===== config.mk =====
export PLATFORM = sky130hd
export DESIGN_NAME = alu_arbiter_flat
export DESIGN_NICKNAME = d
export VERILOG_FILES = /design/src/rtl/alu_arbiter_if.sv /design/src/rtl/alu_arbiter.sv /design/src/flat_wrapper.sv
export SDC_FILE = /design/constraint.sdc
export NUM_CORES = 1
export LEC_CHECK = 0
export ABC_CLOCK_PERIOD_IN_PS = 4180
export CAP_MARGIN = 20
export CORE_MARGIN = 1.5
export CORE_UTILIZATION = 24
export DETAILED_ROUTE_END_ITERATION = 6
export GPL_ROUTABILITY_DRIVEN = 0
export PLACE_DENSITY = 0.56
export SYNTH_ARGS = -nofsm -noshare
export SYNTH_HDL_FRONTEND = slang
export SYNTH_SLANG_ARGS = --single-unit

===== constraint.sdc =====
create_clock -name clk -period 4.18 [get_ports clk]
set_input_delay 0.836 -clock clk [delete_from_list [all_inputs] [get_ports clk]]
set_output_delay 0.836 -clock clk [all_outputs]
set_load 0.05 [all_outputs]

===== src/rtl/alu_arbiter_if.sv =====
// Handshake and ALU operand bus between two issue stages, the arbiter and the shared ALU.
// The slave modport is the arbiter's view; the master modport is the environment's view.
interface alu_arbiter_if #(
  parameter int WIDTH = 32
);
  logic             req0_valid, req0_ready;
  logic [WIDTH-1:0] req0_a, req0_b;
  logic [2:0]       req0_f;
  logic             resp0_valid, resp0_ready;

  logic             req1_valid, req1_ready;
  logic [WIDTH-1:0] req1_a, req1_b;
  logic [2:0]       req1_f;
  logic             resp1_valid, resp1_ready;

  logic [WIDTH-1:0] resp_y;
  logic             resp_zero;

  logic [WIDTH-1:0] alu_a, alu_b;
  logic [2:0]       alu_f;
  logic [WIDTH-1:0] alu_y;
  logic             alu_zero;

  logic             busy;
  logic             grant_id;

  modport slave (
    input  req0_valid, req0_a, req0_b, req0_f, resp0_ready,
    input  req1_valid, req1_a, req1_b, req1_f, resp1_ready,
    input  alu_y, alu_zero,
    output req0_ready, resp0_valid, req1_ready, resp1_valid,
    output resp_y, resp_zero, alu_a, alu_b, alu_f, busy, grant_id
  );

  modport master (
    output req0_valid, req0_a, req0_b, req0_f, resp0_ready,
    output req1_valid, req1_a, req1_b, req1_f, resp1_ready,
    output alu_y, alu_zero,
    input  req0_ready, resp0_valid, req1_ready, resp1_valid,
    input  resp_y, resp_zero, alu_a, alu_b, alu_f, busy, grant_id
  );
endinterface


===== src/rtl/alu_arbiter.sv =====
// Two-requester arbiter sharing one combinational ALU: IDLE -> EXEC -> RESP,
// round-robin or fixed-priority grant, operands and result held in registers.
module alu_arbiter #(
  parameter int WIDTH     = 32,
  parameter bit RR_ENABLE = 1'b1
) (
  input  logic         clk,
  input  logic         rst_n,
  alu_arbiter_if.slave bus
);
  typedef enum logic [1:0] {IDLE, EXEC, RESP} state_t;

  state_t state, state_nxt;

  logic                  last_grant, grant, accept;
  logic [1:0]            req_valid, resp_rdy;
  logic [1:0][WIDTH-1:0] req_a, req_b;
  logic [1:0][2:0]       req_f;

  logic [WIDTH-1:0] alu_a_q, alu_b_q, y_q;
  logic [2:0]       alu_f_q;
  logic             z_q, grant_id_q;

  assign req_valid = {bus.req1_valid, bus.req0_valid};
  assign resp_rdy  = {bus.resp1_ready, bus.resp0_ready};
  assign req_a     = {bus.req1_a, bus.req0_a};
  assign req_b     = {bus.req1_b, bus.req0_b};
  assign req_f     = {bus.req1_f, bus.req0_f};

  // Contested grant alternates from last_grant, which resets to 1 so requester 0 wins first.
  always_comb begin
    grant = 1'b0;
    unique case (req_valid)
      2'b11:   grant = RR_ENABLE ? ~last_grant : 1'b0;
      2'b10:   grant = 1'b1;
      default: grant = 1'b0;
    endcase
  end

  assign accept = (state == IDLE) && req_valid[grant];

  always_comb begin
    state_nxt = state;
    unique case (state)
      IDLE:    if (accept) state_nxt = EXEC;
      EXEC:    state_nxt = RESP;
      RESP:    if (resp_rdy[grant_id_q]) state_nxt = IDLE;
      default: state_nxt = IDLE;
    endcase
  end

  always_ff @(posedge clk or negedge rst_n) begin
    if (!rst_n) begin
      state      <= IDLE;
      last_grant <= 1'b1;
      grant_id_q <= 1'b0;
      alu_a_q    <= '0;
      alu_b_q    <= '0;
      alu_f_q    <= '0;
      y_q        <= '0;
      z_q        <= 1'b0;
    end else begin
      state <= state_nxt;
      if (accept) begin
        last_grant <= grant;
        grant_id_q <= grant;
        alu_a_q    <= req_a[grant];
        alu_b_q    <= req_b[grant];
        alu_f_q    <= req_f[grant];
      end
      // ALU has had the whole EXEC cycle to settle on the registered operands.
      if (state == EXEC) begin
        y_q <= bus.alu_y;
        z_q <= bus.alu_zero;
      end
    end
  end

  assign bus.req0_ready  = accept && !grant;
  assign bus.req1_ready  = accept && grant;
  assign bus.resp0_valid = (state == RESP) && !grant_id_q;
  assign bus.resp1_valid = (state == RESP) && grant_id_q;
  assign bus.resp_y      = y_q;
  assign bus.resp_zero   = z_q;
  assign bus.alu_a       = alu_a_q;
  assign bus.alu_b       = alu_b_q;
  assign bus.alu_f       = alu_f_q;
  assign bus.busy        = (state != IDLE);
  assign bus.grant_id    = grant_id_q;
endmodule


===== src/flat_wrapper.sv =====
// flat-port wrapper written by rule: the top's interface ports become plain ports
module alu_arbiter_flat 
#(
  parameter int WIDTH     = 32,
  parameter bit RR_ENABLE = 1'b1
)
  (clk, rst_n, bus_req0_valid, bus_req0_a, bus_req0_b, bus_req0_f, bus_resp0_ready, bus_req1_valid, bus_req1_a, bus_req1_b, bus_req1_f, bus_resp1_ready, bus_alu_y, bus_alu_zero, bus_req0_ready, bus_resp0_valid, bus_req1_ready, bus_resp1_valid, bus_resp_y, bus_resp_zero, bus_alu_a, bus_alu_b, bus_alu_f, bus_busy, bus_grant_id);
  alu_arbiter_if #(.WIDTH(WIDTH)) bus_i ();
  input  logic clk;
  input  logic rst_n;
  input wire logic [$bits(bus_i.req0_valid)-1:0] bus_req0_valid;
  input wire logic [$bits(bus_i.req0_a)-1:0] bus_req0_a;
  input wire logic [$bits(bus_i.req0_b)-1:0] bus_req0_b;
  input wire logic [$bits(bus_i.req0_f)-1:0] bus_req0_f;
  input wire logic [$bits(bus_i.resp0_ready)-1:0] bus_resp0_ready;
  input wire logic [$bits(bus_i.req1_valid)-1:0] bus_req1_valid;
  input wire logic [$bits(bus_i.req1_a)-1:0] bus_req1_a;
  input wire logic [$bits(bus_i.req1_b)-1:0] bus_req1_b;
  input wire logic [$bits(bus_i.req1_f)-1:0] bus_req1_f;
  input wire logic [$bits(bus_i.resp1_ready)-1:0] bus_resp1_ready;
  input wire logic [$bits(bus_i.alu_y)-1:0] bus_alu_y;
  input wire logic [$bits(bus_i.alu_zero)-1:0] bus_alu_zero;
  output wire logic [$bits(bus_i.req0_ready)-1:0] bus_req0_ready;
  output wire logic [$bits(bus_i.resp0_valid)-1:0] bus_resp0_valid;
  output wire logic [$bits(bus_i.req1_ready)-1:0] bus_req1_ready;
  output wire logic [$bits(bus_i.resp1_valid)-1:0] bus_resp1_valid;
  output wire logic [$bits(bus_i.resp_y)-1:0] bus_resp_y;
  output wire logic [$bits(bus_i.resp_zero)-1:0] bus_resp_zero;
  output wire logic [$bits(bus_i.alu_a)-1:0] bus_alu_a;
  output wire logic [$bits(bus_i.alu_b)-1:0] bus_alu_b;
  output wire logic [$bits(bus_i.alu_f)-1:0] bus_alu_f;
  output wire logic [$bits(bus_i.busy)-1:0] bus_busy;
  output wire logic [$bits(bus_i.grant_id)-1:0] bus_grant_id;
  assign bus_i.req0_valid = bus_req0_valid;
  assign bus_i.req0_a = bus_req0_a;
  assign bus_i.req0_b = bus_req0_b;
  assign bus_i.req0_f = bus_req0_f;
  assign bus_i.resp0_ready = bus_resp0_ready;
  assign bus_i.req1_valid = bus_req1_valid;
  assign bus_i.req1_a = bus_req1_a;
  assign bus_i.req1_b = bus_req1_b;
  assign bus_i.req1_f = bus_req1_f;
  assign bus_i.resp1_ready = bus_resp1_ready;
  assign bus_i.alu_y = bus_alu_y;
  assign bus_i.alu_zero = bus_alu_zero;
  assign bus_req0_ready = bus_i.req0_ready;
  assign bus_resp0_valid = bus_i.resp0_valid;
  assign bus_req1_ready = bus_i.req1_ready;
  assign bus_resp1_valid = bus_i.resp1_valid;
  assign bus_resp_y = bus_i.resp_y;
  assign bus_resp_zero = bus_i.resp_zero;
  assign bus_alu_a = bus_i.alu_a;
  assign bus_alu_b = bus_i.alu_b;
  assign bus_alu_f = bus_i.alu_f;
  assign bus_busy = bus_i.busy;
  assign bus_grant_id = bus_i.grant_id;
  alu_arbiter #(.WIDTH(WIDTH), .RR_ENABLE(RR_ENABLE)) u_core (.clk(clk), .rst_n(rst_n), .bus(bus_i));
endmodule

======== Word level (Yosys, flattened, before mapping) ========
Index checks and enable logic that the tools add are counted.
cells by class
  bitwise gates (word level) .............. 1
  eq/ne operators ......................... 6
  reduce and logical (&&, ||, !) cells .... 10
  $lt $le $gt $ge ......................... 2
  muxes and demuxes ....................... 14
operators by type and width
  kind                                                  count
  two-way mux 32 bit                                    4
  equality test 2 bit (second input constant)           3
  two-way mux 3 bit                                     2
  case mux 2 bit (3 select lines)                       1
  logical AND 1 bit                                     5
  < comparator 1 x 2 -> 1 bit (second input constant)   2
  two-way mux 1 bit                                     4
  two-way mux 2 bit                                     2
  != test 2 x 1 -> 1 bit (second input constant)        2
  equality test 2 x 1 -> 1 bit (second input constant)  1
  zero test 1 bit                                       2
  zero test 2 bit                                       1
  case mux 1 bit (2 select lines)                       1
  AND reduction 2 bit                                   1
  nonzero test 2 bit                                    1
  NOT 1 bit                                             1
word-level totals
  output and inout bits ................... 106
  register bits ........................... 104
  logic and storage cells ................. 41

======== Longest topological paths before layout ========
Gate-level depths: netlist of the first run.
  word-level depth ........................ 7
  gate-level depth with buffers ........... 6

======== Worst setup path before layout of the first run ========
No wires, ideal clock.
  path type ............................... input to output
  start ................................... input port bus_req1_valid
  end ..................................... output port bus_req1_ready
  buffers on the path ..................... 2
  arrival ................................. 1,915 ps
  path slack .............................. 1,429 ps
  stages .................................. 4
  cell sequence ........................... a21boi_2 > clkbuf_1 > clkbuf_2 > and2_1
between the ends
  word-level cells in the longest chain between the ends .. 6
  elaborated cells on any way between the ends .. 7
  those cells by class .................... eq/ne (2); mux (3); reduce/logical (2)
ends and longest elaborated chain
  item                                                   RTL line            text
  start: declaration                                     flat_wrapper.sv:16  input wire logic [$bits(bus_i.req1_valid)-1:0] bus_req1_valid;
  equality test 2 bit                                    alu_arbiter.sv:33   unique case (req_valid)
  case mux 1 bit (2 select lines)                        alu_arbiter.sv:33
  two-way mux 1 bit (not written as such) (2 in series)  alu_arbiter.sv:40   assign accept = (state == IDLE) && req_valid[grant];
  logical AND 1 bit                                      alu_arbiter.sv:40
  logical AND 1 bit (*)                                  alu_arbiter.sv:80   assign bus.req1_ready = accept && grant;
  end: declaration                                       flat_wrapper.sv:25  output wire logic [$bits(bus_i.req1_ready)-1:0] bus_req1_ready;
Mark *: on every way between the ends. The rest lies on a longest branch, timed or not. The select of a mux whose other input is x is not followed.

======== Worst setup path in the final report of the first run ========
  start ................................... register u_core.state[1]
  end ..................................... output port bus_req1_ready
between the ends
  word-level cells in the longest chain between the ends .. 3
ends and longest elaborated chain
  item                      RTL line           text
  start: declaration        alu_arbiter.sv:13  state_t state, state_nxt;
  start signal: assignment  alu_arbiter.sv:63  state <= state_nxt;
  zero test 2 bit           alu_arbiter.sv:40
  logical AND 1 bit         alu_arbiter.sv:40
  logical AND 1 bit         alu_arbiter.sv:80
Every way passes these cells.

==> metrics.txt, run 1 <==
outcome complete, no violations; vias in the first global route about 4100; Die X 137 um; Total Wirelength approximately 15 mm; DRT antenna net count 0; first-pass GRT wire length 22.5 mm; cts repair resizes 0; Seq/Total Area, Yosys between 60% and 70%; CTS HTree Levels 3; post-detailed-route via-to-cell ratio between 4 and 5; Setup crit end kind primary output; layout overhead on the synthesized area 76.0%; Hold Startpoint u_core.bus.resp_y[5]; diode count 0; switching share of power between 40% and 50%; Max Cap Violations 0; All-Layer GR Usage 15.9%; clock slew at reported path FFs approximately 0.070 ns; Worst Hold End u_core.bus.resp_y[5]; Worst-Skew Late Latency roughly 0.35 ns; met3 wire len 1.71 mm; Clk pwr share between 10% and 20%; Hold Path Depth 1; maximum vdd drop 0.499 mV; die extent in y 137 um; core area 17500 sq um; Met2 Wirelength between 7 and 8 mm; CP startpoint kind flip-flop; Total Nets Final approximately 760; Achievable Freq roughly 0.32 GHz; M1 wire length approximately 6.3 mm; pin count of the biggest net entering global routing 71; Port Buffers between 200 and 300; Slew @ Worst Pin 0.835 ns; R2R Path Start u_core.state[1]; Starting Density about a quarter; post-CTS setup buffers 0; Int Pwr 3580 uW; DRC 0; TNS Setup 0 ns; Netlist cell types 19; Slew Limit Fails 0; P_sw between 3000 and 4000 uW; CTS Buf Count 9; path depth of the worst reg2reg path 5; Reg power frac about 26%; Clock Path Buffers 2; yosys warns 0; site row count between 40 and 50; Area contributors post-synth dfrtp_1 (59%), a221o_1 (15%), and3_1 (9.8%); Hold Violations, Final 0; Synth async-reset ratio 100%; Logic pwr share 61.3%; HPWL Detailed roughly 11 mm; drt pass-1 iters 4; mapped cell area roughly 4300 sq um; LEAKAGE between 0.003 and 0.004 uW; share of cells above drive strength 1 around 11%; reg2reg end u_core.bus.alu_a[31]; CP Class reg2out; routed len/inst between 15 and 20 um; Tot Pwr around 7000 uW; CTS sink count between 100 and 150; CP arrival 2.29 ns; Net Count, Synth ~500; die area 18900 sq um; DR iter-0 viols approximately 160; flops & latches, synth 104; leading area contributor after synthesis dfrtp_1; Max Used Layer met4; Via Count ~3900; Hold-fix buffers, CTS 0; Final Cycle Share about three quarters; root buf cell clkbuf_16; Max FO, Critical Path 52; Clock Skew 0.0104 ns; Synth Instances 321; mean post-synth cell area 13.5 sq um; Final min period 3.13 ns; Yosys top cell area share just under 60%; GRT overflow 0; Final setup viols 0; CP required 3.34 ns; Post-synth EDFFs 0; initial antenna violation count 0; FF-to-FF setup slack roughly 1.4 ns; pwr dens between 900 and 1000 nW/um^2; Slew HR about 44%; Synth Flop Type dfrtp_1; CTS tree built; HP Class reg2reg; Ports roughly 280; RSZ-0062 raised after global routing false
-- per-stage QoR --
| stage | utilization (%) | cell area [sq um] | instances | hold slack [ns] | setup WS (ns) |
|---|---|---|---|---|---|
| 2_1_floorplan | - | 4340 | 321 | 0.505 | 1.43 |
| 3_3_place_gp | 41.9 | 7320 | 798 | 0.485 | 1.30 |
| 3_5_place_dp | 41.9 | 7320 | 798 | 0.493 | 1.26 |
| 4_1_cts | 43.7 | 7630 | 814 | 0.509 | 1.00 |
| 5_1_grt | 43.7 | 7630 | 814 | 0.519 | 0.876 |
| 6_report | 43.7 | 7630 | 814 | 0.506 | 1.05 |
-- per-layer routing --
metal  track usage, %  up-vias
met1             18.8     1901
met4             5.73        0
met2             26.8      224
li1                 -     1774
met3             5.48       15
met5                0        -
-- worst max-delay path, stage by stage (launching register included) --
cell     delay [ns]
dfrtp_1        0.42
nor2_4         0.42
buf_4          0.52
and2_1         0.35
buf_12         0.18
-- state kept, by name, indices dropped and copies added (netlist names) --
signal                count
u_core.bus.grant_id       1
u_core.bus.resp_y        32
u_core.bus.alu_b         32
u_core.bus.resp_zero      1
u_core.bus.alu_f          3
u_core.bus.alu_a         32
u_core.state              2
u_core.last_grant         1
-- layout make-up --
class,instances,area [sq um]
Sequential cell,104,2600
Timing Repair Buffer,285,2840
Clock inverter,6,75.1
Inverter,3,11.3
Multi-Input combinational cell,181,1580
Tap cell,225,282
Clock buffer,10,239
Fill cell,1605,9850
-- power by group through the flow --
stage,clock (uW),combinational (uW),sequential (uW)
after CTS,923,4300,1810
after global routing,964,4470,1860
after detailed placement,0,4300,1810
after global placement,0,4270,1800
final,892,4260,1800
after floorplan,0,1090,3470
-- layout by cell type (no fill, tap or decap), drive strengths merged --
| cell type | netlist | layout |
|---|---|---|
| bufinv | 0 | 1 |
| and2 | 1 | 1 |
| dfrtp | 103 | 103 |
| or2b | 1 | 1 |
| dfstp | 1 | 1 |
| and3 | 68 | 68 |
| clkbuf | 25 | 10 |
| a221o | 67 | 67 |
| nand2b | 2 | 2 |
| clkdlybuf4s50 | 0 | 275 |
| mux2 | 34 | 34 |
| a21o | 2 | 2 |
| a21boi | 1 | 1 |
| buf | 8 | 10 |
| inv | 3 | 5 |
| clkinvlp | 0 | 3 |
| o21ai | 2 | 2 |
| nor2 | 3 | 3 |
-- logic make-up after synthesis --
kind of cell | share of synthesized area, %
AO/OA/AOI/OAI | 16.4
buffers and inverters | 3.89
flip-flops | 60.0
multiplexers | 8.83
AND/OR/NAND/NOR | 10.8
-- worst max path at each step --
stage                               start              to  slack [ns]  cells after the start
after global routing      u_core.state[1]  bus_req1_ready        0.88                      4
after floorplan            bus_req1_valid  bus_req1_ready        1.43                      4
after global placement     bus_req1_valid  bus_req1_ready        1.30                      4
after detailed placement   bus_req1_valid  bus_req1_ready        1.26                      4
final                     u_core.state[1]  bus_req1_ready        1.05                      4
after CTS                 u_core.state[1]  bus_req1_ready        1.00                      4
-- cells in the mapped netlist (2+ instances only) --
cell and instances:
a21o_1 2, a221o_1 67, and3_1 68, buf_2 5, buf_6 3, clkbuf_1 21, clkbuf_2 4, dfrtp_1 103
inv_1 3, mux2_2 34, nand2b_1 2, nor2_1 2
(Power assumes the default switching activity.)
==> inputs of run 2 (changes only) <==
- ABC_CLOCK_PERIOD_IN_PS: 4180 -> 2800
- PLACE_DENSITY: 0.56 -> 0.58
- clock period: 4.18 -> 2.8 ns (I/O delays scaled with it)
==> run 2 against run 1 <==
Compared with the run above: non-clock buffer count is 2 higher; clock-buffer cell count is 1 higher; combinational power is 48% higher; first-iteration DRC count is 27% lower; largest cell class unchanged; highest routed layer is now met5.
==> metrics.txt, run 2 (synthesized netlist as in run 1, its figures left out) <==
P_sw 4950 uW; Clk pwr share between 10% and 20%; core area roughly 17000 sq um; drt pass-1 iters 4; first-pass GRT wire length around 22 mm; Die X 137 um; post-CTS setup buffers 0; Slew Limit Fails 0; pin count of the biggest net entering global routing a little under 70; Final Cycle Share 90.9%; LEAKAGE roughly 0.0033 uW; TNS Setup 0 ns; Logic pwr share 61.9%; DRT antenna net count 0; Clock Skew 0.00600 ns; Ports about 280; outcome complete, no violations; pre-CTS WS slightly above 0.5 ns; PnR worst setup slack about 0.26 ns; HPWL Detailed between 10 and 15 mm; Achievable Freq just under 0.4 GHz; Worst-Skew Late Latency between 0.3 and 0.4 ns; CP arrival just under 2 ns; CTS Buf Count 9; DR iter-0 viols about 120; Setup crit end kind primary output; most frequent cells in the layout clkdlybuf4s50_1 (274), dfrtp_1 (103), and3_1 (67), a221o_1 (67), mux2_2 (34); cts repair resizes 0; CTS tree built; switching share of power approximately 48%; Port Buffers 278; initial antenna violation count 2; maximum vdd drop approximately 0.63 mV; DRC 0; clock slew at reported path FFs about 0.070 ns; Max Cap Violations 0; post-detailed-route via-to-cell ratio 4.76; share of cells above drive strength 1 a little under an eighth; Total Nets Final approximately 760; Total Wirelength around 14 mm; Hold-fix buffers, CTS 0; vias in the first global route about 4100; CP startpoint kind flip-flop; die area ~19000 sq um; Slew HR 59.4%; Final setup viols 0; site row count 48; Int Pwr between 5000 and 6000 uW; Hold Violations, Final 0; CTS HTree Levels 3; CP required between 2 and 2.5 ns; All-Layer GR Usage 15.3%; Slew @ Worst Pin between 0.6 and 0.7 ns; RSZ-0062 raised after global routing false; CTS sink count 104; pwr dens 1340 nW/um^2; layout overhead on the synthesized area 76.1%; Via Count 3881; most common cell after layout, fill and taps aside clkdlybuf4s50_1; path depth of the worst reg2reg path 4; Clock Path Buffers 2; diode count 0; Reg power frac 26.5%; Max FO, Critical Path 3; CP Class reg2out; GRT overflow 0; root buf cell clkbuf_16; Final min period around 2.5 ns; Starting Density around 25%; routed len/inst 17.7 um; die extent in y approximately 140 um; HP Class in2async
[run 2: final timing paths]
check | from | end | slack [ns]
setup / recovery | u_core.state[0] | bus_resp1_valid | 0.26
hold / removal | rst_n | u_core.bus.resp_y[2] | 0.21
setup reg to reg | u_core.last_grant | u_core.bus.alu_b[15] | 1.15
hold reg to reg | u_core.bus.resp_y[8] | u_core.bus.resp_y[8] | 0.50
max in group asynchronous | rst_n | u_core.last_grant | 1.80
min in group clk | u_core.bus.resp_y[8] | u_core.bus.resp_y[8] | 0.50
[run 2: per-stage QoR]
step | area (sq um) | instances | power [uW] | hold slack, ns | utilization (%)
2_1_floorplan | 4340 | 321 | 6810 | 0.264 | -
3_3_place_gp | 7350 | 800 | 9040 | 0.486 | 42.1
3_5_place_dp | 7350 | 800 | 9110 | 0.492 | 42.1
4_1_cts | 7630 | 816 | 10400 | 0.218 | 43.7
5_1_grt | 7630 | 816 | 10800 | 0.243 | 43.7
6_report | 7630 | 816 | 10200 | 0.207 | 43.7
[run 2: critical path, cell delays in order, from the launching register on]
cell and delay, ns:
dfrtp_1 0.42, or2b_1 0.28, nor2_1 0.12, clkdlybuf4s50_1 0.81
[run 2: layout make-up]
class / instances / area, sq um
Fill cell: 1594 / 9840
Timing Repair Buffer: 287 / 2880
Sequential cell: 104 / 2600
Multi-Input combinational cell: 181 / 1580
Tap cell: 225 / 282
Clock buffer: 11 / 243
Clock inverter: 5 / 37.5
Inverter: 3 / 11.3
[run 2: layer usage]
layer  global-route usage (%)  share of wire [%]  up-vias
li1                         -                  -     1780
met1                     18.6                 42     1861
met2                     24.3                 45      213
met3                     6.40                 11       23
met4                     5.15                1.8        4
met5                        0               0.19        -
[run 2: power groups by stage]
stage	combinational (uW)	sequential, uW	clock [uW]
final	6320	2710	1190
after global routing	6650	2800	1320
after CTS	6390	2720	1240
after detailed placement	6410	2710	0
after global placement	6330	2710	0
after floorplan	1630	5180	0
